==> src/rtl/escalonador_round_robin_if.sv <==
// -----------------------------------------------------------------------------
// escalonador_round_robin_if
//   Bundle between the round-robin process scheduler and the CPU/OS side.
//
//   CPU -> scheduler (master drives):
//     enable        scheduler active; low freezes the scheduler
//     pc            PC of the running process, captured on preemption
//     instr_io      running process issued IO (block it)
//     fim_processo  running process terminated
//     io_done       IO complete for io_done_pid
//     cria_valid    create process cria_pid starting at cria_pc
//   scheduler -> CPU (slave drives):
//     troca_contexto  one-cycle pulse: load pc_proximo into the CPU PC
//     pc_proximo      PC of the dispatched process
//     pc_salvo        PC saved for the outgoing process (0 on termination)
//     processo_atual  running pid
//     quantum_rest    remaining slice cycles
//     ocioso          no ready process exists
//     erro_cria       one-cycle pulse: creation refused
// -----------------------------------------------------------------------------
interface escalonador_round_robin_if #(
    parameter int PID_W = 3,
    parameter int PC_W  = 32,
    parameter int Q_W   = 8
);
    logic             enable;
    logic [PC_W-1:0]  pc;
    logic             instr_io;
    logic             fim_processo;
    logic             io_done;
    logic [PID_W-1:0] io_done_pid;
    logic             cria_valid;
    logic [PID_W-1:0] cria_pid;
    logic [PC_W-1:0]  cria_pc;

    logic             troca_contexto;
    logic [PC_W-1:0]  pc_proximo;
    logic [PC_W-1:0]  pc_salvo;
    logic [PID_W-1:0] processo_atual;
    logic [Q_W-1:0]   quantum_rest;
    logic             ocioso;
    logic             erro_cria;

    // Scheduler side
    modport slave (
        input  enable, pc, instr_io, fim_processo, io_done, io_done_pid,
               cria_valid, cria_pid, cria_pc,
        output troca_contexto, pc_proximo, pc_salvo, processo_atual,
               quantum_rest, ocioso, erro_cria
    );

    // CPU / OS side
    modport master (
        output enable, pc, instr_io, fim_processo, io_done, io_done_pid,
               cria_valid, cria_pid, cria_pc,
        input  troca_contexto, pc_proximo, pc_salvo, processo_atual,
               quantum_rest, ocioso, erro_cria
    );
endinterface

==> src/rtl/escalonador_round_robin.sv <==
// -----------------------------------------------------------------------------
// escalonador_round_robin
//   Round-robin process scheduler with a fixed table of NUM_PROC slots. Each
//   slot holds a status (LIVRE/PRONTO/EXECUTANDO/BLOQUEADO) and a saved PC.
//   A three-state FSM (OCIOSO/SELECIONA/EXECUTA) picks the next ready slot
//   after the current pid, runs it for QUANTUM cycles and preempts it on
//   termination, IO or slice expiry. All outputs are registered.
//
//   Ports:
//     clock_i   single clock, all state changes on its rising edge
//     reset_i   synchronous active-high reset
//     sched_io  escalonador_round_robin_if.slave (CPU handshake, see _if file)
// -----------------------------------------------------------------------------
module escalonador_round_robin #(
    parameter int NUM_PROC = 8,
    parameter int PID_W    = 3,
    parameter int PC_W     = 32,
    parameter int QUANTUM  = 16,
    parameter int Q_W      = 8
) (
    input  logic                     clock_i,
    input  logic                     reset_i,
    escalonador_round_robin_if.slave sched_io
);

    typedef enum logic [1:0] {
        LIVRE      = 2'd0,
        PRONTO     = 2'd1,
        EXECUTANDO = 2'd2,
        BLOQUEADO  = 2'd3
    } slot_st_e;

    typedef enum logic [1:0] {
        OCIOSO    = 2'd0,
        SELECIONA = 2'd1,
        EXECUTA   = 2'd2
    } fsm_e;

    localparam logic [PID_W-1:0] LAST_PID = PID_W'(NUM_PROC - 1);
    localparam logic [PID_W:0]   NPROC    = (PID_W + 1)'(NUM_PROC);
    localparam logic [Q_W-1:0]   QUANT    = Q_W'(QUANTUM);

    fsm_e             state_q, state_d;
    slot_st_e         st_q  [NUM_PROC];
    slot_st_e         st_d  [NUM_PROC];
    logic [PC_W-1:0]  spc_q [NUM_PROC];
    logic [PC_W-1:0]  spc_d [NUM_PROC];
    logic [PID_W-1:0] atual_q, atual_d;
    logic [PC_W-1:0]  pcprox_q, pcprox_d;
    logic [PC_W-1:0]  pcsalvo_q, pcsalvo_d;
    logic [Q_W-1:0]   quant_q, quant_d;
    logic             troca_q, troca_d;
    logic             erro_q, erro_d;
    logic             ocioso_q, ocioso_d;

    logic             en;
    logic             sel_found;
    logic [PID_W-1:0] sel_pid;
    logic [PID_W-1:0] scan_idx;
    logic             ev_fim, ev_io, ev_exp;
    logic             iod_ok, cria_ok;

    assign en = sched_io.enable;

    // Ring scan starting one past the running pid and ending on the running
    // pid itself, so a lone expired process is found again. Because every
    // slot is visited, sel_found doubles as "some slot is PRONTO".
    always_comb begin
        sel_found = 1'b0;
        sel_pid   = '0;
        scan_idx  = atual_q;
        for (int k = 0; k < NUM_PROC; k++) begin
            scan_idx = (scan_idx == LAST_PID) ? '0 : scan_idx + 1'b1;
            if (!sel_found && st_q[scan_idx] == PRONTO) begin
                sel_found = 1'b1;
                sel_pid   = scan_idx;
            end
        end
    end

    // Only one preemption event is taken, highest priority first.
    always_comb begin
        ev_fim = en && (state_q == EXECUTA) && sched_io.fim_processo;
        ev_io  = en && (state_q == EXECUTA) && !sched_io.fim_processo
                 && sched_io.instr_io;
        ev_exp = en && (state_q == EXECUTA) && !sched_io.fim_processo
                 && !sched_io.instr_io && (quant_q == Q_W'(1));
    end

    assign iod_ok  = ({1'b0, sched_io.io_done_pid} < NPROC);
    assign cria_ok = ({1'b0, sched_io.cria_pid} < NPROC);

    // ---------------- FSM: state register ----------------
    always_ff @(posedge clock_i) begin
        if (reset_i) state_q <= OCIOSO;
        else         state_q <= state_d;
    end

    // ---------------- FSM: next state ----------------
    always_comb begin
        state_d = state_q;
        if (en) begin
            case (state_q)
                OCIOSO:    if (sel_found) state_d = SELECIONA;
                SELECIONA: state_d = sel_found ? EXECUTA : OCIOSO;
                EXECUTA:   if (ev_fim || ev_io || ev_exp) state_d = SELECIONA;
                default:   state_d = OCIOSO;
            endcase
        end
    end

    // ---------------- FSM: outputs and table next-state ----------------
    // Create/io_done decisions look at st_q, so writes landing on the
    // SELECIONA edge never influence that edge's selection.
    always_comb begin
        st_d      = st_q;
        spc_d     = spc_q;
        atual_d   = atual_q;
        pcprox_d  = pcprox_q;
        pcsalvo_d = pcsalvo_q;
        quant_d   = quant_q;
        troca_d   = 1'b0;
        erro_d    = 1'b0;
        ocioso_d  = (state_d == OCIOSO);

        if (en) begin
            case (state_q)
                SELECIONA: begin
                    if (sel_found) begin
                        st_d[sel_pid] = EXECUTANDO;
                        atual_d       = sel_pid;
                        pcprox_d      = spc_q[sel_pid];
                        quant_d       = QUANT;
                        troca_d       = 1'b1;
                    end
                end
                EXECUTA: begin
                    quant_d = quant_q - Q_W'(1);
                    if (ev_fim) begin
                        st_d[atual_q] = LIVRE;
                        pcsalvo_d     = '0;
                    end else if (ev_io) begin
                        st_d[atual_q]  = BLOQUEADO;
                        spc_d[atual_q] = sched_io.pc;
                        pcsalvo_d      = sched_io.pc;
                    end else if (ev_exp) begin
                        st_d[atual_q]  = PRONTO;
                        spc_d[atual_q] = sched_io.pc;
                        pcsalvo_d      = sched_io.pc;
                    end
                end
                default: ;
            endcase

            // An IO completion racing the block of the same pid wins.
            if (sched_io.io_done && iod_ok) begin
                if (st_q[sched_io.io_done_pid] == BLOQUEADO ||
                    (ev_io && sched_io.io_done_pid == atual_q))
                    st_d[sched_io.io_done_pid] = PRONTO;
            end

            if (sched_io.cria_valid) begin
                if (cria_ok && st_q[sched_io.cria_pid] == LIVRE) begin
                    st_d[sched_io.cria_pid]  = PRONTO;
                    spc_d[sched_io.cria_pid] = sched_io.cria_pc;
                end else begin
                    erro_d = 1'b1;
                end
            end
        end
    end

    // ---------------- table and output registers ----------------
    always_ff @(posedge clock_i) begin
        if (reset_i) begin
            for (int i = 0; i < NUM_PROC; i++) begin
                st_q[i]  <= LIVRE;
                spc_q[i] <= '0;
            end
            atual_q   <= '0;
            pcprox_q  <= '0;
            pcsalvo_q <= '0;
            quant_q   <= '0;
            troca_q   <= 1'b0;
            erro_q    <= 1'b0;
            ocioso_q  <= 1'b1;
        end else begin
            st_q      <= st_d;
            spc_q     <= spc_d;
            atual_q   <= atual_d;
            pcprox_q  <= pcprox_d;
            pcsalvo_q <= pcsalvo_d;
            quant_q   <= quant_d;
            troca_q   <= troca_d;
            erro_q    <= erro_d;
            ocioso_q  <= ocioso_d;
        end
    end

    assign sched_io.troca_contexto = troca_q;
    assign sched_io.pc_proximo     = pcprox_q;
    assign sched_io.pc_salvo       = pcsalvo_q;
    assign sched_io.processo_atual = atual_q;
    assign sched_io.quantum_rest   = quant_q;
    assign sched_io.ocioso         = ocioso_q;
    assign sched_io.erro_cria      = erro_q;

endmodule

==> src/flat_wrapper.sv <==
// flat-port wrapper written by rule: the top's interface ports become plain ports
module escalonador_round_robin_flat 
#(
    parameter int NUM_PROC = 8,
    parameter int PID_W    = 3,
    parameter int PC_W     = 32,
    parameter int QUANTUM  = 16,
    parameter int Q_W      = 8
)
  (clock_i, reset_i, sched_io_enable, sched_io_pc, sched_io_instr_io, sched_io_fim_processo, sched_io_io_done, sched_io_io_done_pid, sched_io_cria_valid, sched_io_cria_pid, sched_io_cria_pc, sched_io_troca_contexto, sched_io_pc_proximo, sched_io_pc_salvo, sched_io_processo_atual, sched_io_quantum_rest, sched_io_ocioso, sched_io_erro_cria);
  escalonador_round_robin_if #(.PID_W(PID_W), .PC_W(PC_W), .Q_W(Q_W)) sched_io_i ();
  input  logic clock_i;
  input  logic reset_i;
  input wire logic [$bits(sched_io_i.enable)-1:0] sched_io_enable;
  input wire logic [$bits(sched_io_i.pc)-1:0] sched_io_pc;
  input wire logic [$bits(sched_io_i.instr_io)-1:0] sched_io_instr_io;
  input wire logic [$bits(sched_io_i.fim_processo)-1:0] sched_io_fim_processo;
  input wire logic [$bits(sched_io_i.io_done)-1:0] sched_io_io_done;
  input wire logic [$bits(sched_io_i.io_done_pid)-1:0] sched_io_io_done_pid;
  input wire logic [$bits(sched_io_i.cria_valid)-1:0] sched_io_cria_valid;
  input wire logic [$bits(sched_io_i.cria_pid)-1:0] sched_io_cria_pid;
  input wire logic [$bits(sched_io_i.cria_pc)-1:0] sched_io_cria_pc;
  output wire logic [$bits(sched_io_i.troca_contexto)-1:0] sched_io_troca_contexto;
  output wire logic [$bits(sched_io_i.pc_proximo)-1:0] sched_io_pc_proximo;
  output wire logic [$bits(sched_io_i.pc_salvo)-1:0] sched_io_pc_salvo;
  output wire logic [$bits(sched_io_i.processo_atual)-1:0] sched_io_processo_atual;
  output wire logic [$bits(sched_io_i.quantum_rest)-1:0] sched_io_quantum_rest;
  output wire logic [$bits(sched_io_i.ocioso)-1:0] sched_io_ocioso;
  output wire logic [$bits(sched_io_i.erro_cria)-1:0] sched_io_erro_cria;
  assign sched_io_i.enable = sched_io_enable;
  assign sched_io_i.pc = sched_io_pc;
  assign sched_io_i.instr_io = sched_io_instr_io;
  assign sched_io_i.fim_processo = sched_io_fim_processo;
  assign sched_io_i.io_done = sched_io_io_done;
  assign sched_io_i.io_done_pid = sched_io_io_done_pid;
  assign sched_io_i.cria_valid = sched_io_cria_valid;
  assign sched_io_i.cria_pid = sched_io_cria_pid;
  assign sched_io_i.cria_pc = sched_io_cria_pc;
  assign sched_io_troca_contexto = sched_io_i.troca_contexto;
  assign sched_io_pc_proximo = sched_io_i.pc_proximo;
  assign sched_io_pc_salvo = sched_io_i.pc_salvo;
  assign sched_io_processo_atual = sched_io_i.processo_atual;
  assign sched_io_quantum_rest = sched_io_i.quantum_rest;
  assign sched_io_ocioso = sched_io_i.ocioso;
  assign sched_io_erro_cria = sched_io_i.erro_cria;
  escalonador_round_robin #(.NUM_PROC(NUM_PROC), .PID_W(PID_W), .PC_W(PC_W), .QUANTUM(QUANTUM), .Q_W(Q_W)) u_core (.clock_i(clock_i), .reset_i(reset_i), .sched_io(sched_io_i));
endmodule
==> config.mk <==
export PLATFORM = sky130hd
export DESIGN_NAME = escalonador_round_robin_flat
export DESIGN_NICKNAME = d
export VERILOG_FILES = /design/src/rtl/escalonador_round_robin_if.sv /design/src/rtl/escalonador_round_robin.sv /design/src/flat_wrapper.sv
export SDC_FILE = /design/constraint.sdc
export NUM_CORES = 1
export LEC_CHECK = 0
export ABC_AREA = 1
export CAP_MARGIN = 20
export CORE_MARGIN = 4
export CORE_UTILIZATION = 24
export DETAILED_ROUTE_END_ITERATION = 12
export GPL_TIMING_DRIVEN = 0
export PLACE_DENSITY_LB_ADDON = 0.25
export SLEW_MARGIN = 40
export SYNTH_ARGS = -nofsm -noshare
export SYNTH_HDL_FRONTEND = slang
export SYNTH_SLANG_ARGS = --single-unit
==> constraint.sdc <==
create_clock -name clock_i -period 4.3 [get_ports clock_i]
set_clock_uncertainty 0.05 [all_clocks]
set_input_delay 1.075 -clock clock_i [delete_from_list [all_inputs] [get_ports clock_i]]
set_output_delay 1.075 -clock clock_i [all_outputs]
set_load 0.01 [all_outputs]
# == After elaboration in Yosys (flattened, before gate mapping) ==
# Index checks and enable logic that the tools add are counted.
# op_classes
reduce_logical,40
bitwise_logic,30
order_cmp,16
eq_ne,22
addsub,9
muxes,101
# ops
op,n
256-bit 2-to-1 mux,7
256-bit bitwise mux,2
32-bit 2-to-1 mux,7
32-bit demux with 3-bit select,2
16-bit 2-to-1 mux,10
32-bit binary-select mux with 3-bit select,1
2-bit binary-select mux with 3-bit select,10
2-bit 2-to-1 mux,28
"4-bit >= comparator, second input constant",12
3-bit 2-to-1 mux,16
3-bit NOT with 4-bit output,12
8-bit bitwise AND,4
8-bit NOT,4
8-bit bitwise OR,4
16-bit case mux with 2 select lines,1
"3-bit by 1-bit adder with 3-bit output, second input constant",8
2-bit demux with 3-bit select,4
"3-bit equality test, second input constant",8
"2-bit by 1-bit equality test with 1-bit output, second input constant",9
1-bit logical AND,18
16-bit bitwise AND,1
"4-bit by 1-bit less-than comparator with 1-bit output, second input constant",4
16-bit NOT,1
16-bit bitwise OR,1
other kinds (17),44
# word_totals
word_cells,242
out_inout_bits,78
input_bits,77
regBits,352

# == Depth between registers and ports, before layout ==
# Gate-level depths: netlist of run 1.
# logic_depth
word_depth,46
mapped_depth,27
ltp_nobuf,25

# == Worst setup path after synthesis of run 1 ==
# Ideal clock, no wire load.
# synth_path
path_kind,flip-flop to flip-flop
startpoint,"register u_core.atual_q[1], in the netlist u_core.sched_io.processo_atual[1]"
endpoint,"register u_core.pcprox_q[16], in the netlist u_core.sched_io.pc_proximo[16]"
path_slack_ns,1.100
n_path_buf,2
synth_period_minus_slack_ns,3.200
setup_time_ns,0.117
t_required_ns,4.133
stages_incl_launch_ff,23
t_arrival_ns,3.033
path_cell_list,dfxtp_1 -> inv_1 -> ha_1 -> buf_6 -> inv_2 -> nand2_1 -> nand2_1 -> nand3_1 -> nand3_2 -> nand2_4 -> nor2_4 -> nand4_4 -> nor2_8 -> nand3_4 -> nor2_4 -> inv_2 -> o21ai_4 -> nor2_4 -> buf_6 -> nand2_1 -> nand4_1 -> nor2_1 -> nor2_1
# synth_between
elab_chain_cells,33
elab_cells_between_ends,99
classes_between,add/sub (8); eq/ne (16); mux (51); bitwise (9); reduce/logical (15)
# synth_rtl
item,line_no,text
"start, declared",escalonador_round_robin.sv:48,"logic [PID_W-1:0] atual_q, atual_d;"
"start signal, assigned",escalonador_round_robin.sv:190,atual_q <= atual_d;
3-bit by 1-bit adder with 3-bit output / 3-bit equality test (equally long branches),escalonador_round_robin.sv:73,scan_idx = (scan_idx == LAST_PID) ? '0 : scan_idx + 1'b1;
3-bit 2-to-1 mux (*),escalonador_round_robin.sv:73,
branches (longest 31 deep; another with 3-bit by 1-bit adder with 3-bit output),n/a,
"end signal, assigned",escalonador_round_robin.sv:191,pcprox_q <= pcprox_d;
"end, declared",escalonador_round_robin.sv:49,"logic [PC_W-1:0] pcprox_q, pcprox_d;"
# Every way passes the cells marked *. The select of a mux whose other input is x is not followed.
# A chain may end at the register's enable or synchronous reset.

# == Final worst setup path of run 1 ==
# layout_path
startpoint,input sched_io_cria_pid[0]
endpoint,register u_core.spc_q[222] (netlist name)
# layout_between
elab_chain_cells,8
elab_cells_between_ends,13
classes_between,order compare (2); mux (8); bitwise (1); reduce/logical (2)
# layout_rtl
item,line_no,text
"start, declared",flat_wrapper.sv:21,input wire logic [$bits(sched_io_i.cria_pid)-1:0] sched_io_cria_pid;
3-bit NOT with 4-bit output (implied by the code) (*),"escalonador_round_robin.sv:163, escalonador_round_robin.sv:165",
4-bit >= comparator (implied by the code) / 4-bit by 1-bit less-than comparator with 1-bit output (equally long branches),escalonador_round_robin.sv:165,spc_d[sched_io.cria_pid] = sched_io.cria_pc;
1-bit logical AND (implied by the code),escalonador_round_robin.sv:165,
32-bit 2-to-1 mux (implied by the code),escalonador_round_robin.sv:165,
32-bit demux with 3-bit select,escalonador_round_robin.sv:165,
256-bit bitwise mux,escalonador_round_robin.sv:165,
256-bit 2-to-1 mux (*),escalonador_round_robin.sv:163,if (cria_ok && st_q[sched_io.cria_pid] == LIVRE) begin
256-bit 2-to-1 mux (*),escalonador_round_robin.sv:162,if (sched_io.cria_valid) begin
"end signal, assigned",escalonador_round_robin.sv:189,spc_q <= spc_d;
"end, declared",escalonador_round_robin.sv:46,logic [PC_W-1:0] spc_q [NUM_PROC];
# Every way passes the cells marked *; elsewhere a longest branch is shown, timed or not. The select of a mux whose other input is x is not followed.

==> results of run 1 <==
-- cells in the mapped netlist, drive strengths merged, types with 2 or more instances --
library cell | count | share of area (%)
inv | 258 | 4.6
o21ai | 317 | 7.6
clkbuf | 195 | 3.4
o22ai | 113 | 3.3
a211oi | 9 | 0.32
nor3 | 21 | 0.52
clkinv | 6 | 0.11
nor2 | 415 | 7.8
o311ai | 5 | 0.21
a22oi | 4 | 0.14
nand4 | 25 | 0.84
o221ai | 42 | 1.7
o2111ai | 2 | 0.082
nand3 | 80 | 2.4
or2 | 2 | 0.059
o211ai | 150 | 5.3
xor2 | 2 | 0.082
ha | 12 | 0.71
a21oi | 379 | 9.0
xnor2 | 3 | 0.12
a221oi | 46 | 1.9
buf | 64 | 2.1
nand2 | 792 | 14
dfxtp | 352 | 33
-- logic make-up (layout without fill, tap and decap cells) --
kind of cell / Yosys count / after routing / synth area share [%]
AOI/OAI and AO/OA: 1070 / 1070 / 29.7
xor gates and xnor gates: 5 / 5 / 0.206
adders and majority gates: 12 / 12 / 0.706
buffers and inverters: 523 / 759 / 10.2
DFF: 352 / 352 / 33.2
and+or+nand+nor: 1337 / 1337 / 26.0
-- worst paths after layout --
kind                                             startpoint                                         end  slack (ns)
min reg2reg       u_core.sched_io.pc_salvo[30]$_SDFFE_PP0P_   u_core.sched_io.pc_salvo[30]$_SDFFE_PP0P_        0.41
min               u_core.sched_io.pc_salvo[30]$_SDFFE_PP0P_   u_core.sched_io.pc_salvo[30]$_SDFFE_PP0P_        0.41
max reg2reg  u_core.sched_io.processo_atual[0]$_SDFFE_PP0P_  u_core.sched_io.pc_proximo[0]$_SDFFE_PP0P_        0.24
max                                    sched_io_cria_pid[0]              u_core.spc_q[222]$_SDFFE_PP0P_        0.18
-- layout make-up --
type                       count  area [sq um]
inverter                     264          1000
clock buffer                  76          1440
sequential                   352          7050
multi-input combinational   2424         12100
clock inverter                 4          55.1
tap                         1155          1450
timing repair buffer         156          1550
buffer                       259          1210
fill                        9834         61500
-- per-stage QoR --
step                cells  setup slack (ns)
floorplan            3299              1.10
finish               4690             0.178
detailed placement   4605            -0.630
global route         4690           0.00226
global placement     4605            -0.820
CTS                  4685            0.0772
-- timing repair --
item                       4_1_cts  5_1_grt
pin swaps                        0        3
resized for setup                6       16
setup buffers                    0        5
setup endpoints to repair       27       42
-- flip-flops by register name, indices dropped and copies added (netlist names) --
signal / cells
u_core.sched_io.ocioso: 1
u_core.st_q: 16
u_core.state_q: 2
u_core.sched_io.processo_atual: 3
u_core.sched_io.pc_proximo: 32
u_core.sched_io.quantum_rest: 8
u_core.spc_q: 256
u_core.sched_io.pc_salvo: 32
u_core.sched_io.troca_contexto: 1
u_core.sched_io.erro_cria: 1
-- power groups by stage --
| stage | clock network (W) | logic [W] | registers (W) |
|---|---|---|---|
| 4_1_cts | 0.00396 | 0.00756 | 0.00356 |
| 6_report | 0.00391 | 0.00792 | 0.00356 |
| 5_1_grt | 0.00410 | 0.00836 | 0.00358 |
| 2_1_floorplan | 0 | 0.00456 | 0.00363 |
| 3_5_place_dp | 0 | 0.00751 | 0.00363 |
| 3_3_place_gp | 0 | 0.00752 | 0.00363 |
-- routing by layer --
layer,GRT usage (%),vias to the layer above,wire length (um)
li1,-,11600,-
met5,0,-,12
met4,9.68,2,5410
met1,27.5,11800,43700
met2,34.5,1128,47200
met3,4.02,261,8030
-- cell usage in the layout, fill, tap and decap left out, drive strengths merged, types with 21 or more instances in the layout --
cell	instances
nand2	792
nor2	415
a21oi	379
dfxtp	352
o21ai	317
clkbuf	275
inv	259
clkdlybuf4s50	151
o211ai	150
o22ai	113
nand3	80
buf	65
a221oi	46
o221ai	42
nand4	25
nor3	21
-- worst max-delay path, cell delays in order --
cell and delay (ns):
clkdlybuf4s50_1 0.52, inv_1 0.16, nand3_1 0.12, o311ai_0 0.19
nand4_1 0.26, inv_1 0.14, nand2_1 0.11, nor2_1 0.07
inv_1 0.09, clkbuf_1 0.60, clkbuf_1 0.53, o21ai_0 0.17
o221ai_1 0.37, a21oi_1 0.11
==> metrics.md, run 1 <==
| Metric | Value |
|---|---|
| Synth Register Bits | 352 |
| Sequential fraction of the synthesis area | 33.2% |
| Flop pwr share | 23.2% |
| Layout cell share with drive strength beyond 1 | 6.22% |
| Num CTS Buffers | 45 |
| Hold-fix buffers, CTS | 0 |
| Clk root buf | clkbuf_16 |
| Ports | 155 |
| Vias per cell | 5.30 |
| Routability Congestion | 0.933 |
| Logic pwr share | 51.5% |
| Unrepaired setup endpoints after global routing | no |
| Mapped Cells | 3299 |
| Final worst-path cycle share | 95.9% |
| Design Area, Final | 25800 sq um |
| DRT Pass-1 Iters | 6 |
| EDFF count, synth | 0 |
| Mean Syn Cell Area | 6.44 sq um |
| Routed WL per cell | 22.2 um |
| ANT cells | 0 |
| FF-to-FF path depth | 26 |
| Crit path max fanout | 10 |
| First-pass GRT wire length | 152000 um |
| Largest net degree at the start of global routing | 13 |
| PortBufs | 151 |
| Clk Latency, worst-skew pair | 0.63 ns |
| Outcome | completed |
| Final core occ | 29.6% |
| Synth cell types | 51 |
| Max H-tree Level | 2 |
| Post-Syn Nets | 3388 |
| Final Max Slew Viols | 0 |
| Setup TNS | 0 ns |
| Clock Pin Slew Worst Setup and Hold Paths | 0.05 ns |
| Layout area overhead | 21.5% |
| Vias in the first global route | 22800 |
| PwrDens | 596 nW/um^2 |
| Dpl hpwl | 81300 um |
| Routed Antenna Nets | 0 |
| Final setup vio count | 0 |
| Initial antenna violation count | 1 |
| Cell depth of the worst min-delay path | 2 |
| GRT Residual Overflow | 0 |
| Die Span X | 306 um |
| Hold crit path type | reg2reg |
| Drt initial violations | 2826 |
| Via count | 24800 |
| Clock sink count | 352 |
| Die height | 306 um |
| Max Buffers Root-to-Sink | 3 |
| Slew headroom | 41.6% |
| Area of placed instances | 24200 sq um |
| Peak supply drop | 0.000601 V |
| Global-route usage over all layers | 21.3% |
| Post-route DRC | 0 |
| Rows | 108 |
| Crit. End Element | register |
| Sw frac | 48.8% |
| Final hold viol count | 0 |
| WP data required | 4.71 ns |
| Asr flop ratio synth | 0% |
| Max Fclk | 243 MHz |
| Internal | 0.00789 W |
| Die area | 93400 sq um |
| Clock share of power | 25.4% |
| Synthesized area | 21300 sq um |
| Tot Pwr | 0.0154 W |
| Synth warn | 0 |
| Min Tclk post-route | 4.12 ns |
| Core ar. | 87300 sq um |
| Setup CP Type | in2reg |
| Top FF cell, synth | dfxtp_1 |
| Switch Pwr | 0.00751 W |
| LEAKAGE | 8.96 nW |
| CP startpoint kind | primary input |
| Maxcap violations | 0 |
| Initial Util | 24.3% |
| WL final | 104000 um |
| Hold slack | 0.411 ns |
| CP Data Arrival Time | 4.53 ns |
| CTS tree | built |
| Nets | 3591 |
| Worst Max-Slew Pin Slew | 0.876 ns |
Note: power is estimated with default switching activity, not from simulation.
==> run 2, diff against run 1 <==
Settings changed: CORE_MARGIN 4 to not set, SLEW_MARGIN 40 to not set.
Clock period 4.3 ns to 4.25 ns, I/O delays scaled along.
==> run 2 against run 1 <==
Highest routed layer is now met4. Die area is 3.9% lower. Non-clock buffer count stayed put. Flip-flop and latch count stayed put. Hold slack better by 0.0011 ns. First-iteration DRC count is 4.5% lower. Worst setup slack better by 0.0084 ns. Routed wire length is 0.32% lower. Register-to-register slack hardly changed. Combinational power is 2% higher. Cell count hardly changed. Critical path type unchanged.
==> metrics.md, run 2 (synthesized netlist as in run 1, its figures left out) <==
| Metric | Value |
|---|---|
| Clk root buf | clkbuf_16 (unchanged) |
| Hold-fix buffers, CTS | 0 (unchanged) |
| Ports | 155 (unchanged) |
| Largest net degree at the start of global routing | 13 (unchanged) |
| WP data required | 4.63 ns (was 4.71 ns) |
| FF-to-FF path depth | 24 (was 26) |
| Dpl hpwl | 80900 um (was 81300 um) |
| Final core occ | 29.5% (was 29.6%) |
| Peak supply drop | 0.000424 V (was 0.000601 V) |
| Final setup vio count | 0 (unchanged) |
| Crit path max fanout | 10 (unchanged) |
| Most frequent CP cell | nor2_1 (was inv_1) |
| Routability Congestion | 0.957 (was 0.933) |
| Crit. End Element | register (unchanged) |
| WL final | 104000 um (about the same) |
| PortBufs | 151 (unchanged) |
| Slowest stage delay, CP | 0.60 ns (about the same) |
| Min Tclk post-route | 4.06 ns |
| Max H-tree Level | 2 (unchanged) |
| Clock Pin Slew Worst Setup and Hold Paths | 0.06 ns (was 0.05 ns) |
| Vias per cell | 5.27 (was 5.30) |
| Final hold viol count | 0 (unchanged) |
| CP startpoint kind | primary input (unchanged) |
| Most frequent cells in the layout | nand2_1, nor2_1, a21oi_1, dfxtp_1, o21ai_0 (unchanged) |
| Setup CP Type | in2reg (unchanged) |
| CP Data Arrival Time | 4.44 ns (was 4.53 ns) |
| Clock sink count | 352 (unchanged) |
| Final setup margin | 0.187 ns (was 0.178 ns) |
| Setup WS pre-CTS | -0.908 ns (was -0.630 ns) |
| Rows | 108 (unchanged) |
| DRT Pass-1 Iters | 8 (was 6) |
| Layout cell share with drive strength beyond 1 | 5.80% (was 6.22%) |
| Largest delay contributor family on the critical path | simple AND/OR/NAND/NOR gates (was buffers and inverters) |
| Hold_sp | u_core.sched_io.pc_salvo[30]$_SDFFE_PP0P_ (unchanged) |
| Routed Antenna Nets | 0 (unchanged) |
| Cell depth of the worst min-delay path | 2 (unchanged) |
| Critical path's slowest cell | buf_1 (was clkbuf_1) |
| Initial Util | 24.3% (unchanged) |
| Worst Max-Slew Pin Slew | 1.11 ns (was 0.876 ns) |
| Global-route usage over all layers | 22.4% (was 21.3%) |
| Worst flop-to-flop path startpoint | u_core.sched_io.processo_atual[1]$_SDFFE_PP0P_ (was u_core.sched_io.processo_atual[0]$_SDFFE_PP0P_) |
| Hold crit path type | reg2reg (unchanged) |
| FF-to-FF End | u_core.sched_io.pc_proximo[11]$_SDFFE_PP0P_ (was u_core.sched_io.pc_proximo[0]$_SDFFE_PP0P_) |
| Tot Pwr | 0.0155 W (was 0.0154 W) |
| Slew headroom | 26.2% (was 41.6%) |
| Max Buffers Root-to-Sink | 3 (unchanged) |
| Area of placed instances | 24200 sq um (about the same) |
| Final worst-path cycle share | 95.6% |
| Setup TNS | 0 ns (unchanged) |
| Worst Hold Path EP | u_core.sched_io.pc_salvo[30]$_SDFFE_PP0P_ (unchanged) |
| Crit path from | sched_io_enable (was sched_io_cria_pid[0]) |
| Clk Latency, worst-skew pair | 0.61 ns (was 0.63 ns) |
| Vias in the first global route | 22700 (was 22800) |
| Design Area, Final | 25800 sq um (about the same) |
| Drt initial violations | 2700 (was 2826) |
| Post-route DRC | 0 (unchanged) |
| Num CTS Buffers | 45 (unchanged) |
| Max FFs per register | 256 (unchanged) |
| CTS tree | built (unchanged) |
| Crit path buf inv count | 3 (was 6) |
| Outcome | completed (unchanged) |
| LEAKAGE | 8.92 nW (was 8.96 nW) |
| Biggest register | u_core.spc_q (unchanged) |
| Reg2reg setup slack | 0.23 ns (was 0.24 ns) |
| PwrDens | 601 nW/um^2 (was 596 nW/um^2) |
| Commonest non-fill, non-tap cell in the layout | nand2_1 (unchanged) |
| Final Max Slew Viols | 0 (unchanged) |
| Crit-path cells | buf_2 > nand2_1 > nor2_1 > nand4_1 > nor3_2 > nor2_1 > nor2_1 > clkbuf_1 > buf_1 > o21ai_0 > a21oi_1 > nor2_1 (was clkdlybuf4s50_1 > inv_1 > nand3_1 > o311ai_0 > nand4_1 > inv_1 > nand2_1 > nor2_1 > inv_1 > clkbuf_1 > clkbuf_1 > o21ai_0 > o221ai_1 > a21oi_1) |
| Die area | 89800 sq um (was 93400 sq um) |
| GRT Residual Overflow | 0 (unchanged) |
| Via count | 24700 (was 24800) |
| Layout area overhead | 21.3% (was 21.5%) |
| Core ar. | 87300 sq um (unchanged) |
| Die Span X | 300 um (was 306 um) |
| Maxcap violations | 0 (unchanged) |
| First-pass GRT wire length | 151000 um (was 152000 um) |
| Initial antenna violation count | 3 (was 1) |
| Routed WL per cell | 22.2 um (about the same) |
| Nets | 3591 (unchanged) |
| Die height | 300 um (was 306 um) |
| Unrepaired setup endpoints after global routing | no (unchanged) |
| Max Fclk | 246 MHz |
## run 2: cell count changes in the layout (fill, tap and decap cells not counted), moves of 2 or more
| cell | previous run | this run |
|---|---|---|
| clkbuf_1 | 186 | 200 |
| clkbuf_2 | 24 | 11 |
| clkbuf_8 | 18 | 9 |
| clkinv_2 | 0 | 8 |
| buf_8 | 0 | 4 |
| buf_4 | 16 | 14 |
| buf_6 | 19 | 17 |
| inv_6 | 3 | 1 |
| nor2_2 | 7 | 5 |
## run 2: power breakdown
part	switching (W)	total, W	internal (W)
Sequential	0.000140	0.00361	0.00347
Combinational	0.00582	0.00804	0.00222
Clock	0.00165	0.00384	0.00218
## run 2: cell type report
type | instances | area (sq um)
multi-input cells | 2424 | 12100
clock buffers | 70 | 1310
diodes | 1 | 2.50
inverters | 264 | 1000
well taps | 1155 | 1450
flip-flops and latches | 352 | 7050
repair buffers | 157 | 1590
fillers | 9880 | 61500
clock inverters | 11 | 116
plain buffers | 258 | 1190
## run 2: worst min-delay path, stage by stage, from the launching register on
cell and delay (ns):
dfxtp_1 0.31, nand2_1 0.06, a21oi_1 0.05
## run 2: metal layers
| layer | up-vias | track usage [%] | wire length (um) |
|---|---|---|---|
| li1 | 11600 | - | - |
| met1 | 11700 | 29.5 | 44800 |
| met2 | 1139 | 35.5 | 46300 |
| met3 | 274 | 2.99 | 7210 |
| met4 | 0 | 11.6 | 5740 |
| met5 | - | 0 | 0 |
## run 2: repair_timing
action                                  CTS  global route
endpoints found under the setup margin   59           119
buffers inserted                          0             3
resized for setup                         6            30
pin swaps                                 0             5
## run 2: metrics by stage
step	hold WS, ns	cells
final	0.413	4692
after global placement	0.399	4605
after global routing	0.426	4691
after CTS	0.415	4688
after detailed placement	0.404	4607
after floorplan	0.395	3299
## run 2: how the worst max path moves through the flow
stage                                                        endpoint  slack, ns  cells after the start
after detailed placement               u_core.spc_q[222]$_SDFFE_PP0P_      -0.91                     12
after CTS                  u_core.sched_io.pc_proximo[0]$_SDFFE_PP0P_       0.01                     22
after global placement                 u_core.spc_q[222]$_SDFFE_PP0P_      -0.90                     12
after floorplan           u_core.sched_io.pc_proximo[16]$_SDFFE_PP0P_       1.05                     22
final                                   u_core.spc_q[97]$_SDFFE_PP0P_       0.19                     12
after global routing      u_core.sched_io.pc_proximo[16]$_SDFFE_PP0P_      0.006                     24
